$ cat config.mk
export PLATFORM = sky130hd
export DESIGN_NAME = sec_countdown_flat
export DESIGN_NICKNAME = d
export VERILOG_FILES = /design/src/rtl/sec_countdown_if.sv /design/src/rtl/sec_countdown.sv /design/src/flat_wrapper.sv
export SDC_FILE = /design/constraint.sdc
export NUM_CORES = 1
export LEC_CHECK = 0
export BUFFER_PORTS_ARGS = -buffer_cell sky130_fd_sc_hd__buf_2
export CAP_MARGIN = 0
export CORE_MARGIN = 8
export CORE_UTILIZATION = 55
export CTS_CLUSTER_DIAMETER = 60
export DETAILED_ROUTE_END_ITERATION = 6
export GPL_TIMING_DRIVEN = 0
export PLACE_DENSITY_LB_ADDON = 0.05
export SETUP_SLACK_MARGIN = 0.1
export SLEW_MARGIN = 15
export SYNTH_ARGS = -nofsm -noshare
export SYNTH_HDL_FRONTEND = slang
export SYNTH_SLANG_ARGS = --single-unit
$ cat constraint.sdc
create_clock -name clk_50MHz -period 7.1 [get_ports clk_50MHz]
set_clock_uncertainty 0.15 [all_clocks]
set_input_delay 0.355 -clock clk_50MHz [delete_from_list [all_inputs] [get_ports clk_50MHz]]
set_output_delay 0.355 -clock clk_50MHz [all_outputs]
set_load 0.05 [all_outputs]
$ cat src/rtl/sec_countdown_if.sv
// Signal bundle between the traffic-light controller and the seconds countdown.
interface sec_countdown_if #(
    parameter int MAX_SEC = 99
);
    localparam int W = $clog2(MAX_SEC + 1);

    logic         slow_in;
    logic         load;
    logic [W-1:0] load_val;
    logic         pause;
    logic         sec_tick;
    logic [W-1:0] remaining;
    logic [3:0]   tens;
    logic [3:0]   ones;
    logic         busy;
    logic         done;

    modport master (
        output slow_in, load, load_val, pause,
        input  sec_tick, remaining, tens, ones, busy, done
    );

    modport slave (
        input  slow_in, load, load_val, pause,
        output sec_tick, remaining, tens, ones, busy, done
    );
endinterface

$ cat src/rtl/sec_countdown.sv
// Seconds countdown: synchronises the 1 Hz divider wave, derives a one-cycle
// tick from each rising edge and counts a loaded duration down to zero.
module sec_countdown #(
    parameter int MAX_SEC = 99
) (
    input logic          clk_50MHz,
    input logic          res,
    sec_countdown_if.slave bus
);
    localparam int W = $clog2(MAX_SEC + 1);
    localparam logic [W-1:0] MAX_V = W'(MAX_SEC);

    typedef enum logic [1:0] {
        IDLE   = 2'd0,
        RUN    = 2'd1,
        EXPIRE = 2'd2
    } state_t;

    state_t       state;
    logic         s1, s2, s3;
    logic         tick_q;
    logic [W-1:0] rem_q;
    logic         busy_q;
    logic         done_q;
    logic [W-1:0] ld_val;

    assign ld_val = (bus.load_val > MAX_V) ? MAX_V : bus.load_val;

    // busy/done are registered alongside the state so they track it exactly.
    always_ff @(posedge clk_50MHz or negedge res) begin
        if (!res) begin
            s1     <= 1'b0;
            s2     <= 1'b0;
            s3     <= 1'b0;
            tick_q <= 1'b0;
            state  <= IDLE;
            rem_q  <= '0;
            busy_q <= 1'b0;
            done_q <= 1'b0;
        end else begin
            s1     <= bus.slow_in;
            s2     <= s1;
            s3     <= s2;
            tick_q <= s2 & ~s3;
            done_q <= 1'b0;

            if (bus.load) begin
                rem_q <= ld_val;
                if (ld_val == '0) begin
                    state  <= EXPIRE;
                    busy_q <= 1'b0;
                    done_q <= 1'b1;
                end else begin
                    state  <= RUN;
                    busy_q <= 1'b1;
                end
            end else begin
                case (state)
                    IDLE: begin
                        busy_q <= 1'b0;
                    end
                    RUN: begin
                        if (tick_q && !bus.pause) begin
                            if (rem_q <= W'(1)) begin
                                rem_q  <= '0;
                                state  <= EXPIRE;
                                busy_q <= 1'b0;
                                done_q <= 1'b1;
                            end else begin
                                rem_q <= rem_q - W'(1);
                            end
                        end
                    end
                    EXPIRE: begin
                        state  <= IDLE;
                        busy_q <= 1'b0;
                    end
                    default: begin
                        state  <= IDLE;
                        busy_q <= 1'b0;
                    end
                endcase
            end
        end
    end

    assign bus.sec_tick  = tick_q;
    assign bus.remaining = rem_q;
    assign bus.busy      = busy_q;
    assign bus.done      = done_q;
    assign bus.tens      = 4'(rem_q / W'(10));
    assign bus.ones      = 4'(rem_q % W'(10));
endmodule
$ cat src/flat_wrapper.sv
// flat-port wrapper written by rule: the top's interface ports become plain ports
module sec_countdown_flat 
#(
    parameter int MAX_SEC = 99
)
  (clk_50MHz, res, bus_slow_in, bus_load, bus_load_val, bus_pause, bus_sec_tick, bus_remaining, bus_tens, bus_ones, bus_busy, bus_done);
  sec_countdown_if #(.MAX_SEC(MAX_SEC)) bus_i ();
  input logic clk_50MHz;
  input logic res;
  input wire logic [$bits(bus_i.slow_in)-1:0] bus_slow_in;
  input wire logic [$bits(bus_i.load)-1:0] bus_load;
  input wire logic [$bits(bus_i.load_val)-1:0] bus_load_val;
  input wire logic [$bits(bus_i.pause)-1:0] bus_pause;
  output wire logic [$bits(bus_i.sec_tick)-1:0] bus_sec_tick;
  output wire logic [$bits(bus_i.remaining)-1:0] bus_remaining;
  output wire logic [$bits(bus_i.tens)-1:0] bus_tens;
  output wire logic [$bits(bus_i.ones)-1:0] bus_ones;
  output wire logic [$bits(bus_i.busy)-1:0] bus_busy;
  output wire logic [$bits(bus_i.done)-1:0] bus_done;
  assign bus_i.slow_in = bus_slow_in;
  assign bus_i.load = bus_load;
  assign bus_i.load_val = bus_load_val;
  assign bus_i.pause = bus_pause;
  assign bus_sec_tick = bus_i.sec_tick;
  assign bus_remaining = bus_i.remaining;
  assign bus_tens = bus_i.tens;
  assign bus_ones = bus_i.ones;
  assign bus_busy = bus_i.busy;
  assign bus_done = bus_i.done;
  sec_countdown #(.MAX_SEC(MAX_SEC)) u_core (.clk_50MHz(clk_50MHz), .res(res), .bus(bus_i));
endmodule
Yosys cells after proc, flatten, opt, wreduce, memory -nomap -nowiden
Index checks and enable logic that the tools add are counted.

Div/mod/pow operators: 2. Add/subtract/negate cells: 1. Order comparisons: 2. Bitwise logic cells: 2. Multiplexer cells: 20. Eq/ne operators: 4. Reductions and logical operators: 9.

Operators with widths (number): 7-bit 2-to-1 mux (5); 1-bit 2-to-1 mux (10); 2-bit 2-to-1 mux (4); 7-bit by 4-bit divider with 7-bit output (second input constant) (1); 7-bit greater-than comparator (second input constant) (1); 7-bit by 1-bit less-or-equal comparator with 1-bit output (second input constant) (1); 7-bit zero test (1); 7-bit by 4-bit modulo with 7-bit output (second input constant) (1); 7-bit by 1-bit subtractor with 7-bit output (second input constant) (1); 3-bit by 2-bit != test with 1-bit output (second input constant) (2); 2-bit case mux with 2 select lines (1); 2-bit AND reduction (2); 2-bit nonzero test (2); 3-bit AND reduction (1); 2-bit by 1-bit == test with 1-bit output (second input constant) (1); 2-bit zero test (1); 2-bit != test (second input constant) (1); 1-bit AND (1); 1-bit logical AND (1); 1-bit zero test (1); 1-bit NOT (1).

Logic and storage cells: 48. Output and inout port bits: 18. Register bits: 15. Input bits: 12.

Depth between registers and ports, before layout
Gate-level depths: netlist of run 1.

Depth in word-level cells: 5. Gate-level depth with buffers: 12. Gate-level depth less buffers: 10.

Worst setup path before layout of run 1
OpenSTA, ideal clock, no wires.

Path kind: flip-flop to output port. Start point: register u_core.rem_q[2], in the netlist u_core.bus.remaining[2]. End point: output port bus_ones[2]. Required time: 6595 ps. Buffers on the path: 3. Path slack: 2943 ps. Data arrival time: 3652 ps. Cell stages (with the launch flop): 10. Cell sequence: dfrtp_1 -> clkbuf_1 -> buf_1 -> o221a_2 -> ha_1 -> clkbuf_1 -> a221oi_1 -> o31a_1 -> a311oi_2 -> mux2i_1.

Longest elaborated chain between the ends: 1.

Ends and longest elaborated chain: start: declaration (RTL line sec_countdown.sv:22) `logic [W-1:0] rem_q;`; start signal: assignment (RTL line sec_countdown.sv:48) `rem_q <= ld_val;`; start signal: assignment (RTL line sec_countdown.sv:70) `rem_q <= rem_q - W'(1);`; 7-bit by 4-bit modulo with 7-bit output (RTL line sec_countdown.sv:92) `assign bus.ones = 4'(rem_q % W'(10));`; end: declaration (RTL line flat_wrapper.sv:17) `output wire logic [$bits(bus_i.ones)-1:0] bus_ones;`.

No other way between the ends.

Worst setup path in the final report of run 1
Same ends and word-level chain as after synthesis.

==> impl_metrics.toml, run 1 <==
[synth]
synth_top_family_by_area = "compound AO/OA/AOI/OAI gates"
post_synth_num_cell_types = 46
synth_xor_area_share_pct = 2.78
syn_nets = 173
yosysTopAreaCellShare_pct = 29.8
synth_warnings = 0
synth-edff-count = 0
synth_area_leader_cell = "dfrtp_1"
synth_area_um2 = 1260
synthSimpleGateAreaFrac_pct = 27.4
synth_compound_area_share_pct = 27.4
ys_top_cells_by_area = "dfrtp_1 (30%), nand2_1 (6.0%), ha_1 (5.0%)"
netlist_instances = 156
synth-main-ff-cell = "dfrtp_1"
synthArstFlopShare_pct = 100
muxShareOfSynthArea_pct = 0.795
ys_ff_latch = 15
synthAdderAreaFrac_pct = 4.97
yosysSeqAreaShare_pct = 29.8
syn_area_per_cell_um2 = 8.07

[setup_path]
cp.arrival_ps = 3860
worstSetupStartpointType = "flop"
crit_fanout = 10
crit_type = "reg -> out"
cp-end-kind = "output pin"
cp.required_ps = 6590

[timing]
rsz0062_at_grt = "false"
period_share_pct = 61.4
tns_ps = 0
setup_ws_ps = 2740
fmax_ghz = 0.229
whs_ps = 20.2
drv_slew = 0
hold_viol_final = 0
max_slew_margin_pct = 39.5
worst_pin_slew_ps = 896
setup_viol = 0
fin_crit_ps = 4360

[routing]
vias = 1308
vias_per_cell = 6.03
drtAntennaViolNets = 0
drtIter0Drc = 85
dr.pass1.iters = 6
wl_per_cell_um = 14.8
drc_errors = 0
finalWirelength_um = 3220

[power]
p_leak_uw = 0.000662
p_per_area_nw_per_um2 = 228
ir_drop_mv = 0.165

[status]
status = "finished clean"

[clock_tree]
cts_hold_buf = 1
cts_sinks = 15
htreeDepth = 1
cts_root_buffer = "clkbuf_4"
clockBufferDepth = 2
clkTransAtPathRegs_ps = 80
postCtsSetupBuffers = 0
cts-resized-gates = 0
cts_inserted_buffers = 3
cts_tree = "built"
clock_latency_ps = 290

[floorplanning]
die_w_um = 63.8
die_h_um = 63.8
io_pins = 30
initial_core_util_pct = 57.5
rows = 17
die-area_um2 = 4080
core_um2 = 2190

[placed_design]
io_buffers = 28
dp.cells = 212
pre_cts_ws_ps = 3170
dpl.hpwl_um = 2470
gp_congestion = 0.922

[global_routing]
antenna_found_initial = 0
grt_pass1_wl_um = 5250
grt_pass1_vias = 1117
track_usage_pct = 15.1
grt_max_degree = 16
grt_overflow = 0

[cells_and_area]
fin_cells = 217
final_common_cell = "buf_2"
areaGrowthSynthToFinish_pct = 16.9
fin_util_pct = 67.2
layout_common_cells = "buf_2 (30), nand2_1 (20), dfrtp_1 (15), o21ai_0 (12), nor2_1 (12)"
n_antenna_cell = 0
drive_gt1_share_pct = 22.2
nNetsFinal = 207

[worst_hold_path]
hp-class = "in -> reg"

[job]
cap_violations = 0
-- Yosys cell counts (2+ instances only) --
| library cell | count |
|---|---|
| dfrtp_1 | 15 |
| a211o_1 | 2 |
| buf_2 | 2 |
| ha_1 | 5 |
| a221o_1 | 3 |
| o22ai_1 | 2 |
| nand2_1 | 20 |
| a21oi_1 | 7 |
| buf_1 | 4 |
| nand2b_1 | 4 |
| nor2b_1 | 6 |
| o21ai_0 | 12 |
| clkbuf_1 | 5 |
| o211ai_1 | 3 |
| o21ai_1 | 4 |
| nor2_1 | 12 |
| a31oi_1 | 4 |
| nor4b_1 | 2 |
| nor4bb_1 | 2 |
| a32oi_1 | 2 |
| nor3b_1 | 6 |
| xor2_1 | 3 |
| inv_1 | 6 |
| nor3_1 | 3 |
-- layer usage --
metal	part of all wire [%]	vias up	global-route usage, %
met5	0	-	0
met4	0.56	0	3.06
met3	8.9	4	5.05
met2	43	69	21.5
met1	48	602	21.6
li1	-	633	-
-- cells by family (layout without fill, tap and decap cells) --
kind of cell               after synthesis  in the layout
AOI/OAI and AO/OA                       48             48
adders and majority gates                5              5
muxes                                    1              1
and+or+nand+nor                         64             64
DFF                                     15             15
xor gates and xnor gates                 4              4
buffers and inverters                   19             52
-- report_power, final --
part / switching [uW] / internal [uW] / leakage, uW
sequential: 6.87 / 91.7 / 0.000184
clock: 26.5 / 21.0 / 0.0000177
combinational: 134 / 55.3 / 0.000461
-- flip-flops by register name (all words and copies together), names as in the netlist --
register and flops:
u_core.bus.busy 1, u_core.bus.done 1, u_core.bus.remaining 7, u_core.bus.sec_tick 1, u_core.s1 1, u_core.s2 1, u_core.s3 1, u_core.state 2
-- per-stage QoR --
| stage | instance area (um2) | total power, uW |
|---|---|---|
| after floorplan | 1260 | 245 |
| after global placement | 1430 | 284 |
| after detailed placement | 1430 | 287 |
| after CTS | 1470 | 335 |
| after global routing | 1470 | 355 |
| final | 1470 | 335 |
-- final timing paths --
| check | startpoint | end | slack (ps) | cells past startpoint |
|---|---|---|---|---|
| min | bus_slow_in | u_core.s1$_DFF_PN0_ | 20 | 1 |
| min reg2reg | u_core.s1$_DFF_PN0_ | u_core.s2$_DFF_PN0_ | 210 | 0 |
| max in group asynchronous | res | u_core.bus.sec_tick$_DFF_PN0_ | 6240 | 2 |
| min in group asynchronous | res | u_core.state[0]$_DFFE_PN0P_ | 330 | 2 |
| max reg2reg | u_core.bus.remaining[5]$_DFFE_PN0P_ | u_core.bus.remaining[3]$_DFFE_PN0P_ | 4760 | 5 |
| max | u_core.bus.remaining[2]$_DFFE_PN0P_ | bus_ones[2] | 2740 | 10 |
-- critical path, stage by stage (launching register included) --
cell      delay, ps
dfrtp_1         480
clkbuf_1        400
buf_1           400
o221a_2         280
ha_1            170
clkbuf_1        340
a221oi_1        160
o31a_1          330
a311oi_2        460
mux2i_1         250
buf_2           290
-- layout make-up --
type	count	area (um2)
Buffer	13	62.6
Clock buffer	3	22.5
Clock inverter	1	5.00
Fill cell	178	719
Inverter	6	22.5
Multi-Input combinational cell	122	798
Sequential cell	15	375
Tap cell	28	35.0
Timing Repair Buffer	29	150
Note: power is estimated with default switching activity, not from simulation.
==> inputs of run 2 (changes only) <==
--- a/config.mk
+++ b/config.mk
@@ -8,7 +8,7 @@
 export BUFFER_PORTS_ARGS = -buffer_cell sky130_fd_sc_hd__buf_2
 export CAP_MARGIN = 0
 export CORE_MARGIN = 8
-export CORE_UTILIZATION = 55
+export CORE_UTILIZATION = 48
 export CTS_CLUSTER_DIAMETER = 60
 export DETAILED_ROUTE_END_ITERATION = 6
 export GPL_TIMING_DRIVEN = 0
==> constraint.sdc (replaced) <==
create_clock -name clk_50MHz -period 4 [get_ports clk_50MHz]
set_clock_uncertainty 0.15 [all_clocks]
set_input_delay 0.2 -clock clk_50MHz [delete_from_list [all_inputs] [get_ports clk_50MHz]]
set_output_delay 0.2 -clock clk_50MHz [all_outputs]
set_load 0.05 [all_outputs]
==> impl_metrics.toml, run 2 (same netlist as run 1, synthesis figures left out) <==
[clock_tree]
clock_latency_ps = 290
cts_sinks = 15
cts_tree = "built"
cts_inserted_buffers = 3
cts_root_buffer = "clkbuf_4"
clkTransAtPathRegs_ps = 100
htreeDepth = 1
clockBufferDepth = 2

[timing]
max_slew_margin_pct = 37.0
drv_slew = 0
tns_ps = 0
setup_ws_ps = 296
setup_viol = 0
hold_viol_final = 0
fin_crit_ps = 3700
rsz0062_at_grt = "false"
fmax_ghz = 0.270
worst_pin_slew_ps = 932
period_share_pct = 92.6

[floorplanning]
rows = 18
die_h_um = 67.2
die_w_um = 67.2
core_um2 = 2480
io_pins = 30
initial_core_util_pct = 50.8
die-area_um2 = 4520

[status]
status = "finished clean"

[placed_design]
io_buffers = 28
pre_cts_ws_ps = 199
dpl.hpwl_um = 2580
gp_congestion = 0.843

[routing]
dr.pass1.iters = 4
drtAntennaViolNets = 0
drtIter0Drc = 107
drc_errors = 0
finalWirelength_um = 3400
vias = 1292
vias_per_cell = 5.87
wl_per_cell_um = 15.5

[global_routing]
grt_overflow = 0
grt_pass1_vias = 1170
track_usage_pct = 15.5
antenna_found_initial = 0
grt_pass1_wl_um = 5660
grt_max_degree = 16

[power]
p_sw_uw = 307
seqPwrFrac_pct = 28.6
clkPwrFrac_pct = 14.7
p_int_uw = 307
p_per_area_nw_per_um2 = 407
ir_drop_mv = 0.323
power_frac_comb_pct = 56.7
switching_share_pct = 50.0
p_leak_uw = 0.000683

[setup_path]
cp.arrival_ps = 3350
cp.required_ps = 3650
cp-end-kind = "output pin"
worstSetupStartpointType = "flop"
crit_fanout = 10
crit_type = "reg -> out"

[cells_and_area]
fin_util_pct = 61.0
final_common_cell = "buf_2"
drive_gt1_share_pct = 26.3
areaGrowthSynthToFinish_pct = 20.0
n_antenna_cell = 0
nNetsFinal = 208
layout_common_cells = "buf_2 (31), nand2_1 (20), dfrtp_1 (15), nor2_1 (12), o21ai_0 (11)"
largest_reg_flops = 7

[worst_hold_path]
hp-class = "in -> reg"

[job]
cap_violations = 0
run 2: worst paths after layout:
path | startpoint | to | slack, ps | depth (start not counted)
worst max-delay path | u_core.bus.remaining[3]$_DFFE_PN0P_ | bus_ones[2] | 300 | 12
worst min-delay path | bus_load_val[2] | u_core.bus.remaining[2]$_DFFE_PN0P_ | 10 | 2
worst max register to register | u_core.bus.remaining[5]$_DFFE_PN0P_ | u_core.bus.remaining[3]$_DFFE_PN0P_ | 1720 | 5
worst min register to register | u_core.s1$_DFF_PN0_ | u_core.s2$_DFF_PN0_ | 210 | 0
max in group asynchronous | res | u_core.state[1]$_DFFE_PN0P_ | 3240 | 2
min in group asynchronous | res | u_core.state[0]$_DFFE_PN0P_ | 200 | 2
run 2: power by group through the flow:
stage | clock, uW | combinational, uW | sequential (uW)
2_1_floorplan | 0 | 233 | 208
3_3_place_gp | 0 | 333 | 178
3_5_place_dp | 0 | 336 | 179
4_1_cts | 90.9 | 341 | 176
5_1_grt | 99.8 | 373 | 178
6_report | 90.1 | 348 | 176
run 2: area by class of cell:
cell class	instances	area, um2
Sequential cell	15	375
Tap cell	30	37.5
Buffer	13	68.8
Clock buffer	3	22.5
Timing Repair Buffer	30	160
Clock inverter	1	5.00
Multi-Input combinational cell	122	818
Inverter	6	22.5
Fill cell	236	967
run 2: stage by stage:
| stage | instance area, um2 | total power [uW] | hold slack, ps | cells |
|---|---|---|---|---|
| 6_report | 1510 | 614 | 12.3 | 220 |
| 2_1_floorplan | 1260 | 441 | -246 | 156 |
| 3_3_place_gp | 1440 | 511 | -30.3 | 214 |
| 4_1_cts | 1490 | 608 | 4.02 | 220 |
| 5_1_grt | 1510 | 652 | 14.7 | 220 |
| 3_5_place_dp | 1440 | 515 | -22.6 | 214 |
run 2: what timing repair did:
item / CTS / global route
hold buffers: 2 / 0
gates resized for setup: 3 / 7
hold endpoints to repair: 16 / 0
endpoints found under the setup margin: 2 / 2
cloned: 0 / 0
setup buffers: 0 / 0
run 2: metal layers:
layer	vias to the layer above	GRT usage (%)	routed length, um
met4	0	0.261	0
met3	0	4.64	240
met2	48	23.5	1510
met5	-	0	0
li1	634	-	-
met1	610	22.4	1650
run 2: critical path, cell delays in order, from the launching register on:
cell,delay (ps)
dfrtp_1,440
clkbuf_2,240
buf_1,370
a21oi_1,120
o221a_2,290
ha_1,200
clkbuf_2,190
nor4bb_1,390
o21bai_1,120
o211ai_1,150
a311oi_4,80
mux2i_2,180
buf_2,280
